===== config.mk =====
export PLATFORM = sky130hd
export DESIGN_NAME = atari_clock_scheduler
export DESIGN_NICKNAME = d
export VERILOG_FILES = /design/src/rtl/atari_timing_pkg.sv /design/src/rtl/atari_frame_lock.sv /design/src/rtl/atari_clock_scheduler.sv
export SDC_FILE = /design/constraint.sdc
export NUM_CORES = 1
export LEC_CHECK = 0
export BUFFER_PORTS_ARGS = -buffer_cell sky130_fd_sc_hd__buf_2
export CAP_MARGIN = 30
export CORE_AREA = 2 2 57 65
export CTS_CLUSTER_SIZE = 25
export DETAILED_ROUTE_END_ITERATION = 8
export DIE_AREA = 0 0 59 67
export GPL_ROUTABILITY_DRIVEN = 0
export PLACE_DENSITY = 0.86
export SYNTH_ARGS = -nofsm -noshare
export SYNTH_HDL_FRONTEND = slang
export SYNTH_SLANG_ARGS = --single-unit

===== constraint.sdc =====
create_clock -name clk -period 2.85 [get_ports clk]
set_input_delay 0.285 -clock clk [delete_from_list [all_inputs] [get_ports clk]]
set_output_delay 0.285 -clock clk [all_outputs]
set_load 0.005 [all_outputs]

===== src/rtl/atari_timing_pkg.sv =====
// Shared timing constants and lock-state type for the Atari 2600 clock scheduler.
package atari_timing_pkg;

  // Pixel clocks per CPU machine cycle and strobe positions within a slot
  localparam int SLOT_LEN  = 21;
  localparam int TIA_PH1   = 7;
  localparam int PIA_PH    = 16;

  // VGA horizontal position where the slot is realigned to the scanline
  localparam int HRESYNC_X = 798;

  // Bus widths
  localparam int SLOT_W    = 5;
  localparam int HPOS_W    = 10;
  localparam int LINE_W    = 10;
  localparam int MISS_W    = 8;

  typedef enum logic {
    RUN  = 1'b0,
    HOLD = 1'b1
  } lock_state_t;

endpackage


===== src/rtl/atari_frame_lock.sv =====
// Frame-lock controller: vsync edge detection, HOLD state machine, line counter
// and saturating count of holds that ended by timeout instead of VGA vsync.
module atari_frame_lock
  import atari_timing_pkg::*;
#(
  parameter int TIMEOUT_LINES = 600
) (
  input  logic              i_clk,
  input  logic              i_reset,
  input  logic              i_line_tick,
  input  logic              i_vga_vsync,
  input  logic              i_tia_vsync,
  input  logic              i_lock_en,
  output logic              o_run_n,
  output logic              o_holding,
  output logic              o_locked,
  output logic [MISS_W-1:0] o_miss_count
);

  lock_state_t       r_state;
  lock_state_t       w_state_n;
  logic              r_prev_tia;
  logic              r_prev_vga;
  logic [LINE_W-1:0] r_lines;
  logic [LINE_W-1:0] w_lines_n;
  logic              r_locked;
  logic              w_locked_n;
  logic [MISS_W-1:0] r_miss;
  logic [MISS_W-1:0] w_miss_n;
  logic              w_tia_fall;
  logic              w_vga_rise;

  assign w_tia_fall = r_prev_tia & ~i_tia_vsync;
  assign w_vga_rise = ~r_prev_vga & i_vga_vsync;

  // State, counters and previous-vsync samples.
  always_ff @(posedge i_clk or posedge i_reset) begin
    if (i_reset) begin
      r_state    <= RUN;
      r_prev_tia <= 1'b0;
      r_prev_vga <= 1'b0;
      r_lines    <= '0;
      r_locked   <= 1'b0;
      r_miss     <= '0;
    end else begin
      r_state    <= w_state_n;
      r_prev_tia <= i_tia_vsync;
      r_prev_vga <= i_vga_vsync;
      r_lines    <= w_lines_n;
      r_locked   <= w_locked_n;
      r_miss     <= w_miss_n;
    end
  end

  // Next state: a TIA frame end parks the machine until the VGA frame starts;
  // VGA vsync wins over timeout, timeout wins over a dropped lock_en.
  always_comb begin
    w_state_n  = r_state;
    w_lines_n  = r_lines;
    w_locked_n = r_locked;
    w_miss_n   = r_miss;
    case (r_state)
      RUN: begin
        if (!i_lock_en) begin
          w_locked_n = 1'b0;
        end else if (w_tia_fall && w_vga_rise) begin
          w_locked_n = 1'b1;
        end else if (w_tia_fall) begin
          w_state_n = HOLD;
          w_lines_n = '0;
        end
      end
      HOLD: begin
        w_lines_n = r_lines + LINE_W'(i_line_tick);
        if (w_vga_rise) begin
          w_state_n  = RUN;
          w_locked_n = 1'b1;
        end else if (w_lines_n >= LINE_W'(TIMEOUT_LINES)) begin
          w_state_n  = RUN;
          w_locked_n = 1'b0;
          w_miss_n   = (r_miss == {MISS_W{1'b1}}) ? r_miss : r_miss + MISS_W'(1);
        end else if (!i_lock_en) begin
          w_state_n  = RUN;
          w_locked_n = 1'b0;
        end
      end
      default: w_state_n = RUN;
    endcase
  end

  assign o_run_n      = (w_state_n == RUN);
  assign o_holding    = (r_state == HOLD);
  assign o_locked     = r_locked;
  assign o_miss_count = r_miss;

endmodule


===== src/rtl/atari_clock_scheduler.sv =====
// Clock-enable scheduler for the Atari 2600 core on the VGA pixel clock:
// 21-clock machine slot, registered TIA/CPU/PIA strobes, scanline realignment,
// line-buffer bank select and frame lock against the VGA raster.
module atari_clock_scheduler
  import atari_timing_pkg::*;
#(
  parameter int TIMEOUT_LINES = 600
) (
  input  logic              clk,
  input  logic              reset,
  input  logic [HPOS_W-1:0] vga_hpos,
  input  logic              vga_vsync,
  input  logic              tia_vsync,
  input  logic              lock_en,
  output logic              tia_en,
  output logic              cpu_en,
  output logic              cpu_phase,
  output logic              pia_en,
  output logic [SLOT_W-1:0] slot,
  output logic              line_bank,
  output logic              holding,
  output logic              locked,
  output logic [MISS_W-1:0] miss_count
);

  logic [SLOT_W-1:0] r_slot;
  logic [SLOT_W-1:0] w_slot_n;
  logic              w_resync;
  logic              w_line_tick;
  logic              w_run_n;
  logic              w_new_slot;
  logic              w_tia_hit;
  logic              r_tia_en;
  logic              r_cpu_en;
  logic              r_cpu_phase;
  logic              r_pia_en;
  logic              r_line_bank;

  assign w_resync    = (vga_hpos >= HPOS_W'(HRESYNC_X));
  assign w_line_tick = (vga_hpos == HPOS_W'(HRESYNC_X));

  // Next slot: scanline realignment overrides the normal wrap.
  always_comb begin
    w_slot_n = r_slot + SLOT_W'(1);
    if (w_resync || (r_slot == SLOT_W'(SLOT_LEN - 1))) begin
      w_slot_n = '0;
    end
  end

  // Strobes fire only when the slot actually advances, so the resync dwell
  // at slot 0 at the end of each line does not stretch or repeat a pulse.
  assign w_new_slot = (w_slot_n != r_slot);
  assign w_tia_hit  = (w_slot_n == SLOT_W'(0)) ||
                      (w_slot_n == SLOT_W'(TIA_PH1)) ||
                      (w_slot_n == SLOT_W'(2 * TIA_PH1));

  atari_frame_lock #(
    .TIMEOUT_LINES (TIMEOUT_LINES)
  ) u_frame_lock (
    .i_clk        (clk),
    .i_reset      (reset),
    .i_line_tick  (w_line_tick),
    .i_vga_vsync  (vga_vsync),
    .i_tia_vsync  (tia_vsync),
    .i_lock_en    (lock_en),
    .o_run_n      (w_run_n),
    .o_holding    (holding),
    .o_locked     (locked),
    .o_miss_count (miss_count)
  );

  // Slot counter, registered enables and line-buffer bank toggle.
  always_ff @(posedge clk or posedge reset) begin
    if (reset) begin
      r_slot      <= '0;
      r_tia_en    <= 1'b0;
      r_cpu_en    <= 1'b0;
      r_cpu_phase <= 1'b0;
      r_pia_en    <= 1'b0;
      r_line_bank <= 1'b0;
    end else begin
      r_slot      <= w_slot_n;
      r_tia_en    <= w_run_n & w_new_slot & w_tia_hit;
      r_cpu_en    <= w_run_n & w_new_slot & (w_slot_n == SLOT_W'(0));
      r_pia_en    <= w_run_n & w_new_slot & (w_slot_n == SLOT_W'(PIA_PH));
      r_cpu_phase <= w_run_n & (w_slot_n < SLOT_W'(PIA_PH));
      if (w_line_tick) begin
        r_line_bank <= ~r_line_bank;
      end
    end
  end

  assign slot      = r_slot;
  assign tia_en    = r_tia_en;
  assign cpu_en    = r_cpu_en;
  assign cpu_phase = r_cpu_phase;
  assign pia_en    = r_pia_en;
  assign line_bank = r_line_bank;

endmodule


==> flow_summary_export.csv, run 1 <==
group,metric,value,unit
yosys,syn_inst,170,
floorplan,dieArea,3950,µm²
sta,fmax,397,MHz
worst_setup_path,cp.required,3080,ps
sta,maxSlewViolCount,0,
detailed_routing,drc,0,
power,power_density,577,nW/µm²
sta,period_minus_slack,2520,ps
power,p_seq_frac,0.480,
floorplan,fp-row-count,22,
yosys,yosysWarnings,0,
detailed_routing,firstDrtPassIters,4,
worst_setup_path,worst_setup_path_end_kind,"flip-flop",
clock_network,clkSinkCount,32,
yosys,ys_seq_elements,32,
clock_network,numCtsBuffers,5,
clock_network,htree_levels,2,
run,drv_cap,0,
place,portBuffers,34,
clock_network,cts_setup_buffers,0,
sta,holdWs,7.77,ps
layout,final_nets,230,
floorplan,ioPinCount,35,
clock_network,clock_path_buffers,2,
clock_network,cts_resized,0,
detailed_routing,finalWirelength,3440,µm
yosys,synthTopCellsByCount,"dfrtp_1 (32), nand2_1 (15), nor2_1 (13), o21ai_0 (13), nand3_1 (9)",
yosys,ys_async_sr_fraction,1.00,
worst_hold_path,hp-class,"in2async",
floorplan,fp.coreArea,3250,µm²
power,p_comb_frac,0.228,
status,run_status,"finished clean",
layout,drive_above_1_share,0.275,
detailed_routing,ant_nets,0,
yosys,yosysTopAreaCellShare,0.465,
sta,rsz0062_at_grt,"false",
power,p_int,0.810,mW
sta,skew,4.55,ps
yosys,syn-num-nets,190,
yosys,ys_seq_area_frac,0.465,
sta,setup_slack,334,ps
sta,setup_viol,0,
clock_network,cts_tree,"yes",
sta,min_period_over_period,0.883,
yosys,netlist_area,1720,µm²
global_route,grt_pass1_vias,1427,
detailed_routing,vias,1455,
global_route,antenna_found_initial,0,
layout,n_antenna_cell,0,
power,peakVddDrop,506,µV
clock_network,cts-root-buf,"clkbuf_4",
power,leakage,0.994,nW
layout,syn_to_final_growth,18.1,%
power,clock_power_share,0.292,
yosys,synth_cell_types,44,
sta,slew-limit-headroom,0.676,
worst_setup_path,critical_path_class,"in2reg",
floorplan,initial_core_util,0.530,
detailed_routing,wl_per_cell,13.9,µm
yosys,synth_largest_area_cell,"dfrtp_1",
clock_network,cts_hold_buf,0,
global_route,overflow,0,
yosys,avgSynthCellArea,10.1,µm²
floorplan,die_x,59,µm
yosys,yosys_most_used_dff,"dfrtp_1",
yosys,synth_area_leaders,"dfrtp_1 (47%), xnor2_1 (4.1%), xor2_1 (4.1%)",
power,p_sw,0.362,mW
worst_setup_path,startpoint_type,"input pin",
clock_network,path_clk_slew,100,ps
yosys,yosys.cell_count.top_type,"dfrtp_1",
place,dp_hpwl,2480,µm
global_route,grt_pass1_wl,6140,µm
worst_setup_path,worstPathArrival,2750,ps
global_route,grt_max_degree,33,
worst_setup_path,worst-path-max-fanout,9,
clock_network,clkLatencyLatePin,340,ps
place,dp_slack,-19.0,ps
floorplan,die-height,67,µm
power,swShare,0.309,
detailed_routing,drtIter0Drc,68,
layout,finish.utilization,0.626,
sta,hold_violations,0,
detailed_routing,viasPerCell,5.89,
yosys,synth_edf_count,0,
sta,worst_pin_slew,485,ps
global_route,grt_usage,0.206,
==> registers in the layout, indices dropped and copies added, names as in the netlist <==
| register | count |
|---|---|
| u_frame_lock.r_prev_tia | 1 |
| line_bank | 1 |
| u_frame_lock.o_locked | 1 |
| u_frame_lock.r_prev_vga | 1 |
| cpu_phase | 1 |
| tia_en | 1 |
| cpu_en | 1 |
| u_frame_lock.o_miss_count | 8 |
| pia_en | 1 |
| slot | 5 |
| u_frame_lock.o_holding | 1 |
| u_frame_lock.r_lines | 10 |
==> cell usage in the layout (no fill, tap or decap), drive strengths merged <==
| master | Yosys | layout |
|---|---|---|
| a21oi | 4 | 4 |
| a221oi | 1 | 1 |
| a22o | 3 | 3 |
| a22oi | 1 | 1 |
| a2bb2oi | 1 | 1 |
| a311oi | 1 | 1 |
| a31o | 1 | 1 |
| a31oi | 4 | 4 |
| a41o | 2 | 2 |
| and2 | 2 | 2 |
| and2b | 1 | 1 |
| and3 | 1 | 1 |
| buf | 0 | 38 |
| bufinv | 0 | 1 |
| clkbuf | 5 | 6 |
| clkinv | 1 | 2 |
| dfrtp | 32 | 32 |
| ha | 5 | 5 |
| inv | 7 | 7 |
| mux2 | 1 | 1 |
| mux2i | 1 | 1 |
| nand2 | 15 | 15 |
| nand2b | 1 | 1 |
| nand3 | 9 | 9 |
| nand4 | 5 | 5 |
| nor2 | 13 | 13 |
| nor2b | 1 | 1 |
| nor3 | 7 | 7 |
| nor3b | 2 | 2 |
| nor4 | 4 | 4 |
| nor4b | 2 | 2 |
| o2111ai | 1 | 1 |
| o21ai | 13 | 13 |
| o22ai | 1 | 1 |
| o311ai | 1 | 1 |
| o31ai | 2 | 2 |
| or2 | 2 | 2 |
| xnor2 | 8 | 8 |
| xor2 | 9 | 9 |
==> per-stage QoR <==
| stage | setup TNS [ps] | instance area [µm²] | total power, mW | std cells |
|---|---|---|---|---|
| 2_1_floorplan | 0 | 1730 | 0.743 | 170 |
| 3_3_place_gp | 0 | 1960 | 0.829 | 239 |
| 3_5_place_dp | -19.0 | 1960 | 0.837 | 239 |
| 4_1_cts | 0 | 2030 | 1.18 | 247 |
| 5_1_grt | 0 | 2030 | 1.24 | 247 |
| 6_report | 0 | 2030 | 1.17 | 247 |
==> power by group through the flow <==
stage	clock [mW]	combinational, mW	sequential, mW
after floorplan	0	0.191	0.552
after global placement	0	0.261	0.568
after detailed placement	0	0.267	0.570
after CTS	0.352	0.268	0.561
after global routing	0.375	0.296	0.572
final	0.343	0.268	0.562
==> cell type report <==
type | instances | area, µm²
clock inverter | 2 | 35.0
multi-input combinational | 125 | 881
sequential | 32 | 801
timing repair buffer | 38 | 200
inverter | 8 | 30.0
tap | 36 | 45.0
clock buffer | 6 | 41.3
fill | 268 | 1210
==> critical path, cell delays in order <==
cell      delay (ps)
buf_2            100
nor3_1           230
nor4b_2          300
ha_2             240
ha_1             160
and3_1           220
a221oi_1          90
a311oi_1         360
a31oi_2          170
or2_4            310
mux2_4           290
==> final timing paths <==
kind / start / to / slack [ps] / cells after the start
worst max-delay path: vga_hpos[6] / u_frame_lock.o_miss_count[1] / 330 / 11
worst min-delay path: reset / u_frame_lock.r_prev_vga / 8 / 3
worst min register to register: line_bank / line_bank / 480 / 1
max in group asynchronous: reset / u_frame_lock.r_lines[5] / 2560 / 3
worst max register to register: u_frame_lock.r_lines[0] / u_frame_lock.o_miss_count[1] / 420 / 8
min in group clk: vga_vsync / u_frame_lock.r_prev_vga / 60 / 1
==> kinds of logic (layout without fill, tap and decap cells) <==
group | count (synthesis) | in the layout | synth area share
XOR/XNOR | 17 | 17 | 0.0908
buffers and inverters | 13 | 54 | 0.0283
adder cells (fa/ha/maj) | 5 | 5 | 0.0363
AND/OR/NAND/NOR | 65 | 65 | 0.213
AO/OA/AOI/OAI | 36 | 36 | 0.152
multiplexers | 2 | 2 | 0.0145
flip-flops | 32 | 32 | 0.465
==> per-layer routing <==
layer	vias to the layer above	wire length, µm	share of wire	global-route usage
met3	7	207	0.060	0.0524
met2	53	1710	0.50	0.363
li1	693	-	-	-
met1	702	1460	0.42	0.235
met5	-	0	0	0
met4	0	70	0.020	0.0767
Note: power is estimated with default switching activity, not from simulation.
==> inputs of run 2 (changes only) <==
Settings changed: CORE_AREA 2 2 57 65 to 2 2 62 70, DIE_AREA 0 0 59 67 to 0 0 64 72, HOLD_SLACK_MARGIN from default to 0.05, PLACE_DENSITY 0.86 to 0.76.
==> run 2 against run 1 <==
Via count down 2.7%. Global-route usage down 3.8 points. Final area up 2.7%. Highest routed layer unchanged. First-iteration DRC count up 62%. Sequential power about the same.
==> flow_summary_export.csv, run 2 (same netlist as run 1, synthesis figures left out) <==
group,metric,value,unit
status,run_status,"finished clean",
floorplan,die-height,72,µm
layout,top_register,"u_frame_lock.r_lines",
detailed_routing,drtIter0Drc,110,
floorplan,ioPinCount,35,
layout,finish.utilization,0.539,
place,portBuffers,34,
power,peakVddDrop,416,µV
sta,min_period_over_period,0.899,
clock_network,numCtsBuffers,5,
sta,period_minus_slack,2560,ps
sta,skew,8.31,ps
floorplan,dieArea,4610,µm²
detailed_routing,viasPerCell,5.38,
clock_network,cts-root-buf,"clkbuf_8",
layout,final_cell_mix,"buf_2 (34), dfrtp_1 (32), nand2_1 (15)",
sta,rsz0062_at_grt,"false",
worst_setup_path,cp_cell_sequence,"buf_2, nor3_1, nor4b_2, ha_2, ha_1, and3_1, a221oi_1, a311oi_1, a31oi_2, or2_4, mux2_4",
layout,syn_to_final_growth,21.3,%
place,dp_hpwl,2470,µm
clock_network,clkLatencyLatePin,290,ps
global_route,grt_usage,0.168,
run,drv_cap,0,
worst_hold_path,hp-class,"in2async",
layout,largest_reg_flops,10,
clock_network,clkSinkCount,32,
layout,multi_input_area,881,µm²
place,dpl_cell_area,1980,µm²
sta,worst_pin_slew,442,ps
clock_network,cts_tree,"yes",
global_route,grt_pass1_vias,1404,
global_route,antenna_found_initial,0,
clock_network,htree_levels,2,
detailed_routing,drc,0,
detailed_routing,finalWirelength,3410,µm
layout,final_nets,230,
layout,n_fill_cell,364,
global_route,grt_max_degree,33,
sta,hold_violations,0,
floorplan,die_x,64,µm
sta,setup_viol,0,
layout,drive_above_1_share,0.280,
clock_network,cts_setup_buffers,0,
floorplan,initial_core_util,0.444,
layout,n_antenna_cell,0,
floorplan,fp.coreArea,3870,µm²
worst_setup_path,path_buf_inv,1,
clock_network,clock_path_buffers,2,
detailed_routing,ant_nets,0,
floorplan,fp-row-count,24,
worst_setup_path,startpoint_type,"input pin",
layout,final_common_cell,"buf_2",
worst_setup_path,crit_family,"simple AND/OR/NAND/NOR gates",
clock_network,path_clk_slew,70,ps
worst_setup_path,cpMaxStageDelayCell,"a311oi_1",
global_route,grt_pass1_wl,6090,µm
detailed_routing,wl_per_cell,13.0,µm
worst_setup_path,worstPathArrival,2740,ps
clock_network,cts_hold_buf,0,
layout,seqCellArea,801,µm²
power,leakage,1.01,nW
worst_setup_path,critical_path_class,"in2reg",
power,power_density,607,nW/µm²
worst_setup_path,worst_setup_path_end_kind,"flip-flop",
detailed_routing,firstDrtPassIters,4,
layout,design_area,2090,µm²
sta,maxSlewViolCount,0,
detailed_routing,vias,1415,
clock_network,cts_resized,0,
worst_setup_path,slowest_delay,380,ps
worst_setup_path,worst-path-max-fanout,9,
global_route,overflow,0,
worst_setup_path,cp.required,3030,ps
sta,fmax,390,MHz
sta,slew-limit-headroom,0.705,
==> run 2: cell types whose count changed in the layout (fill, tap and decap cells not counted), sizes merged <==
cell / before / now
clkbuf: 6 / 5
clkinvlp: 0 / 1
==> run 2: final cells by class <==
cell class | instances | share of cell area
inverters | 8 | 0.0144
repair buffers | 38 | 0.0959
clock buffers | 5 | 0.0330
multi-input cells | 125 | 0.422
well taps | 52 | 0.0312
flip-flops and latches | 32 | 0.383
clock inverters | 3 | 0.0204
==> run 2: layer usage <==
layer | track usage | vias to the layer above | share of wire
met3 | 0.0465 | 4 | 0.051
met2 | 0.291 | 42 | 0.50
met5 | 0 | - | 0
met4 | 0.0580 | 0 | 0.010
met1 | 0.200 | 677 | 0.44
li1 | - | 692 | -
==> run 2: worst paths after layout <==
check                                   startpoint                      endpoint  slack, ps  depth (start not counted)
min in group clk                         vga_vsync       u_frame_lock.r_prev_vga        110                          1
setup / recovery                       vga_hpos[6]  u_frame_lock.o_miss_count[1]        290                         11
setup reg to reg           u_frame_lock.r_lines[0]  u_frame_lock.o_miss_count[1]        500                          8
hold reg to reg                          line_bank                     line_bank        480                          1
hold / removal                               reset                     line_bank         70                          3
max in group asynchronous                    reset       u_frame_lock.r_lines[2]       2480                          3
==> run 2: worst reg2reg max path, delay by kind of cell, from the launching register on <==
kind,cells,cell delay [ps]
adders and majority gates,1,180
and+or+nand+nor,1,220
buffers and inverters,1,150
AOI/OAI and AO/OA,4,1030
muxes,1,290
DFF,1,380
==> run 2: metrics by stage <==
stage / TNS, ps / worst slack (ps) / hold slack, ps / power (mW) / instances
global placement: 0 / 76.2 / 386 / 0.831 / 255
floorplan: 0 / 2.96 / 316 / 0.743 / 170
finish: 0 / 289 / 67.2 / 1.27 / 263
global route: 0 / 35.6 / 101 / 1.34 / 263
detailed placement: -5.53 / -5.53 / 397 / 0.840 / 255
CTS: 0 / 299 / 79.2 / 1.28 / 263
==> run 2: power breakdown <==
group	total, mW	switching (mW)	leakage [nW]	internal, mW
logic	0.267	0.140	0.522	0.127
registers	0.562	0.0624	0.430	0.500
clock network	0.439	0.180	0.0541	0.259
total	1.27	0.383	1.01	0.885
